<file path="src/rtl/bsg_manycore_barrier_ctrl.sv">
// Per-tile barrier sequencer: drives the local sense bit into bsg_barrier and pulses done on global match.
// Optional WAIT-cycle timeout diagnostic is built when BSG_MANYCORE_BARRIER_CTRL_TIMEOUT_EN is defined.
module bsg_manycore_barrier_ctrl #(
  parameter  int barrier_dirs_p     = 5,
  parameter  int timeout_cycles_p   = 1024,
  localparam int barrier_lg_dirs_lp = ($clog2(barrier_dirs_p+1) < 1) ? 1 : $clog2(barrier_dirs_p+1)
) (
  input  logic                          clk_i,
  input  logic                          reset_i,

  input  logic                          cfg_v_i,
  input  logic [barrier_dirs_p-1:0]     cfg_src_i,
  input  logic [barrier_lg_dirs_lp-1:0] cfg_dest_i,
  output logic                          cfg_yumi_o,

  input  logic                          join_v_i,
  output logic                          join_ready_o,
  output logic                          done_v_o,
  output logic                          busy_o,
  output logic                          timeout_o,

  output logic                          barrier_data_o,
  input  logic                          barrier_data_i,
  output logic [barrier_dirs_p-1:0]     barrier_src_r_o,
  output logic [barrier_lg_dirs_lp-1:0] barrier_dest_r_o
);

  typedef enum logic [1:0] {IDLE, WAIT, DONE} state_e;

  state_e                        state_q;
  logic                          sense_q;
  logic [barrier_dirs_p-1:0]     src_q;
  logic [barrier_lg_dirs_lp-1:0] dest_q;
  logic                          idle;
  logic                          join_accept;

  // Config owns the IDLE cycle it is presented in; a simultaneous join waits one cycle.
  assign idle         = (state_q == IDLE);
  assign cfg_yumi_o   = idle & cfg_v_i;
  assign join_ready_o = idle & ~cfg_v_i;
  assign join_accept  = join_v_i & join_ready_o;

  // NOTE: every register here uses non-blocking assignment so all state updates see pre-edge values.
  always_ff @(posedge clk_i or posedge reset_i) begin
    if (reset_i) begin
      state_q <= IDLE;
      sense_q <= 1'b0;
      src_q   <= '0;
      dest_q  <= '0;
    end else begin
      if (cfg_yumi_o) begin
        src_q  <= cfg_src_i;
        dest_q <= cfg_dest_i;
      end
      unique case (state_q)
        IDLE: if (join_accept) begin
          sense_q <= ~sense_q;
          state_q <= WAIT;
        end
        WAIT: if (barrier_data_i == sense_q) state_q <= DONE;
        DONE: state_q <= IDLE;
        default: state_q <= IDLE;
      endcase
    end
  end

  assign barrier_data_o   = sense_q;
  assign busy_o           = ~idle;
  assign done_v_o         = (state_q == DONE);
  assign barrier_src_r_o  = src_q;
  assign barrier_dest_r_o = dest_q;

`ifdef BSG_MANYCORE_BARRIER_CTRL_TIMEOUT_EN
  localparam int timeout_width_lp = ($clog2(timeout_cycles_p+1) < 1) ? 1 : $clog2(timeout_cycles_p+1);
  localparam logic [timeout_width_lp-1:0] timeout_max_lp = timeout_width_lp'(timeout_cycles_p);

  logic [timeout_width_lp-1:0] cnt_q, cnt_d;
  logic                        timeout_q;

  // Saturating WAIT-cycle count; the flag is diagnostic only and never aborts WAIT.
  always_comb begin
    cnt_d = cnt_q;
    if (cnt_q != timeout_max_lp) cnt_d = cnt_q + timeout_width_lp'(1);
  end

  always_ff @(posedge clk_i or posedge reset_i) begin
    if (reset_i) begin
      cnt_q     <= '0;
      timeout_q <= 1'b0;
    end else if (join_accept) begin
      cnt_q     <= '0;
      timeout_q <= 1'b0;
    end else if (state_q == WAIT) begin
      cnt_q <= cnt_d;
      if (cnt_d == timeout_max_lp) timeout_q <= 1'b1;
    end
  end

  assign timeout_o = timeout_q;
`else
  assign timeout_o = 1'b0;
`endif

endmodule
</file>
<file path="config.mk">
export PLATFORM = sky130hd
export DESIGN_NAME = bsg_manycore_barrier_ctrl
export DESIGN_NICKNAME = d
export VERILOG_FILES = /design/src/rtl/bsg_manycore_barrier_ctrl.sv
export SDC_FILE = /design/constraint.sdc
export NUM_CORES = 1
export LEC_CHECK = 0
export BUFFER_PORTS_ARGS = -buffer_cell sky130_fd_sc_hd__buf_4
export CAP_MARGIN = 25
export CORE_AREA = 5 5 42 44
export DETAILED_ROUTE_END_ITERATION = 16
export DIE_AREA = 0 0 47 49
export GPL_ROUTABILITY_DRIVEN = 0
export GPL_TIMING_DRIVEN = 0
export MAX_ROUTING_LAYER = met4
export PLACE_DENSITY = 0.67
export SYNTH_ARGS = -nofsm -noshare
export SYNTH_HDL_FRONTEND = slang
export SYNTH_SLANG_ARGS = --single-unit
export TNS_END_PERCENT = 1
</file>
<file path="constraint.sdc">
create_clock -name clk_i -period 3.4 [get_ports clk_i]
set_input_delay 0.34 -clock clk_i [delete_from_list [all_inputs] [get_ports clk_i]]
set_output_delay 0.34 -clock clk_i [all_outputs]
set_load 0.02 [all_outputs]
</file>
==> Word-level counts from Yosys, hierarchy flattened <==
Index checks and enable logic that the tools add are counted.
{ "word_totals": {"reg_bits": 11, "input_bits": 13, "output_inout_bits": 14, "elab_cells": 21} }
{ "classes": {"n_eq_ne": 5, "mux": 3, "bitwise_logic": 6, "n_reduce_logical": 3} }
{ "op_table": {"columns": ["op", "count"], "rows": [
  ["2-bit 2-to-1 mux", 2],
  ["2-bit case mux with 2 select lines", 1],
  ["2-bit AND reduction", 2],
  ["1-bit AND", 3],
  ["1-bit inverter", 3],
  ["2-bit by 1-bit == test with 1-bit output, second input constant", 1],
  ["2-bit == test, second input constant", 1],
  ["2-bit logical NOT", 1],
  ["2-bit by 1-bit inequality test with 1-bit output, second input constant", 1],
  ["2-bit inequality test, second input constant", 1],
  ["1-bit == test", 1]
]} }

==> Logic depth before layout (Yosys ltp) <==
{ "logic_depth": {"ltp_word": 5, "depth_mapped": 3, "depth_no_buf": 2} }

==> Worst setup path after synthesis <==
OpenSTA, ideal clock, no wires.
{ "synth_path": {"path_kind": "flip-flop to output port", "startpoint": "register state_q[0]", "endpoint": "output join_ready_o", "arrival_time_ns": 1.061, "t_required_ns": 3.060, "slack_ns": 1.999, "path_stages_with_launch": 3, "n_path_buf": 0, "path_cell_list": "dfrtp_1 or2_2 nor2_1"} }
{ "synth_via": {"elab_chain_len": 2} }
{ "synth_rtl": {"columns": ["item", "line", "text"], "rows": [
  ["start, declared", "30", "state_e state_q;"],
  ["start signal, assigned", "46", "state_q <= IDLE;"],
  ["start signal, assigned", "58", "state_q <= WAIT;"],
  ["start signal, assigned", "60", "WAIT: if (barrier_data_i == sense_q) state_q <= DONE;"],
  ["2-bit logical NOT", "38", "assign idle = (state_q == IDLE);"],
  ["1-bit AND", "40", "assign join_ready_o = idle & ~cfg_v_i;"],
  ["end, declared", "17", "output logic join_ready_o,"]
]} }
No other way between the ends.

==> Worst setup path after layout <==
{ "layout_path": {"startpoint": "register state_q[0]", "endpoint": "output cfg_yumi_o"} }
{ "layout_via": {"elab_chain_len": 2} }
{ "layout_rtl": {"columns": ["item", "line", "text"], "rows": [
  ["2-bit logical NOT", "38", null],
  ["1-bit AND", "39", "assign cfg_yumi_o = idle & cfg_v_i;"],
  ["end, declared", "14", "output logic cfg_yumi_o,"]
]} }
No other way between the ends.

==> results.ini <==
[status]
status = complete, no violations

[die]
num_rows = 14
coreArea_sq_mm = 0.001401
die_area_sq_mm = 0.002303
initial_core_util_pct = 33.93
die_h_um = 49
dieWidth_um = 47
ios = 27

[synthesis]
synth_edf_count = 0
ys_types = 15
synth.ff_latch_count = 11
synth-seq-area-share_pct = 57.89
synth_area_sq_um = 475.5
synth_ff_type = dfrtp_1
synth.avg_cell_area_sq_um = 14.41
yosys.area.top_type_share_pct = 57.89
synthTopCellsByCount = 11 x dfrtp_1, 8 x mux2_2, 2 x buf_4
synthArstFlopShare_pct = 100.0
ys_top_cells_by_area = dfrtp_1 58%, mux2_2 19%, xnor2_2 3.4%, buf_4 3.2%, or4b_4 2.9%
synth_most_common_cell = dfrtp_1
synthesis.nets = 46
yosysWarningCount = 0
syn_inst = 33
synth_top_cell_by_area = dfrtp_1

[grt]
grt_max_degree = 12
grt_pass1_vias = 352
antenna_found_initial = 0
grt_usage_pct = 9.642
grt_pass1_wl_um = 1490
overflow = 0

[route]
drt-total-wl_um = 944
via_per_inst = 4.372
post_drt_wl_per_cell_um = 12.10
postRouteAntennaNets = 0
drt-pass1-iter-count = 3
drt_iter0_drc = 2
vias = 341
drc_errors = 0

[clock_network]
clk_latency_ns = 0.27
numClockSinks = 11
ctsResizeCount = 0
ctsHtreeMaxLevel = 1
cts_buffer_depth = 2
root_buffer = clkbuf_4
path_clk_slew_ns = 0.07
postCtsHoldBufs = 0
numCtsBuffers = 3
tritoncts = done
cts_setup_buffers = 0

[setup_path]
critPathBufInv = 2
cp.required_ns = 3.06
path_class = flip-flop to output pin
end_kind = output pin
crit_fanout = 9
cp_slowest_cell = dfrtp_1
crit_path_cell_trace = nor3b_1 > buf_4 > buf_4
critical_path.top_delay_family = flip-flops
cp-start-kind = flip-flop
max_stage_delay_ns = 0.42
critPathMostFrequentCell = buf_4
cp.arrival_ns = 1.25

[pwr]
power_density_mw_per_mm2 = 991.5
p_leak_nw = 0.3573
worst_ir_drop_vdd_mv = 0.4248

[finish]
regArea_sq_um = 275.3
area_growth_syn_to_layout_pct = 49.21
fin_nets = 76
multiInputGateArea_sq_um = 181.4
fill_cells = 131
diodes = 0
stdcell_count = 78
drive_gt1_share_pct = 69.35

[hold_path]
hold_class = input pin to async pin

[sta]
fin_skew_ns = 0.003410
setup_viol = 0
tns_ns = 0
period_needed_ns = 1.592
period_share_pct = 46.82
drv_slew = 0
hold_violations = 0
max_freq_mhz = 628.2
rsz0062_at_grt = no

[place]
hpwl_um = 773.2
port_buffers = 25
dp_cells = 74

[job]
drv_cap = 0

-- worst reg2reg max path: cells and delay by family (launching register included) --
family	cells	cell delay, ns
AND/OR/NAND/NOR	1	0.21
multiplexers	1	0.35
buffers and inverters	1	0.21
flip-flops	1	0.42
-- registers in the layout, indices dropped and copies added (netlist names) --
| register | count |
|---|---|
| barrier_src_r_o | 5 |
| barrier_dest_r_o | 3 |
| state_q | 2 |
| barrier_data_o | 1 |
-- metrics by stage --
step	power, mW	util (%)	worst slack, ns	hold WS (ns)	area (sq um)
2_1_floorplan	0.4699	-	1.999	0.1924	475.5
3_3_place_gp	0.6217	48.75	2.085	0.3556	683.2
3_5_place_dp	0.6273	48.75	2.084	0.3588	683.2
4_1_cts	0.7157	50.63	1.781	0.07154	709.4
5_1_grt	0.7480	50.63	1.681	0.09966	709.4
6_report	0.7034	50.63	1.808	0.05614	709.4
-- power by group --
part	switching [mW]	internal [mW]
Combinational	0.177	0.198
Clock	0.0412	0.0454
Sequential	0.0449	0.197
Total	0.263	0.440
-- logic make-up after synthesis --
| family | Yosys count | synth area share, % |
|---|---|---|
| mux | 8 | 18.95 |
| flops | 11 | 57.89 |
| buf+inv | 3 | 3.946 |
| simple gates | 7 | 12.11 |
| xor+xnor | 2 | 5.264 |
| compound gates | 1 | 1.052 |
| other cells | 1 | 0.7887 |
-- cell type report --
| class | count | share of cell area, % |
|---|---|---|
| flip-flops and latches | 11 | 38.80 |
| repair buffers | 25 | 26.46 |
| multi-input cells | 19 | 25.57 |
| clock buffers | 4 | 3.704 |
| well taps | 16 | 2.822 |
| plain buffers | 2 | 2.116 |
| inverters | 1 | 0.5291 |
-- cells in the final DEF, fill, tap and decap left out, drive strengths merged --
cell type,netlist,final
mux2,8,8
inv,1,1
buf,2,27
conb,1,1
and2b,1,1
nor3b,1,1
o21ai,1,1
nor2,1,1
and3b,1,1
dfrtp,11,11
or2b,1,1
xnor2,2,2
clkbuf,0,4
or2,1,1
or4b,1,1
-- final timing paths --
kind / to / depth (start not counted) / from / slack (ns)
max in group asynchronous: barrier_src_r_o[3] / 2 / reset_i / 3.06
max: cfg_yumi_o / 3 / state_q[0] / 1.81
min: barrier_src_r_o[4] / 2 / reset_i / 0.06
max reg2reg: barrier_src_r_o[0] / 3 / state_q[0] / 2.11
min reg2reg: barrier_dest_r_o[0] / 1 / barrier_dest_r_o[0] / 0.51
min in group clk_i: barrier_dest_r_o[2] / 2 / cfg_dest_i[2] / 0.30
-- metal layers --
metal | track usage, % | vias to the layer above | part of all wire, %
met2 | 14.48 | 20 | 48
met1 | 10.02 | 153 | 38
met4 | 5.530 | 0 | 1.7
met5 | - | - | 0
li1 | - | 166 | -
met3 | 4.428 | 2 | 13
Power figures use the tool's default switching activity.
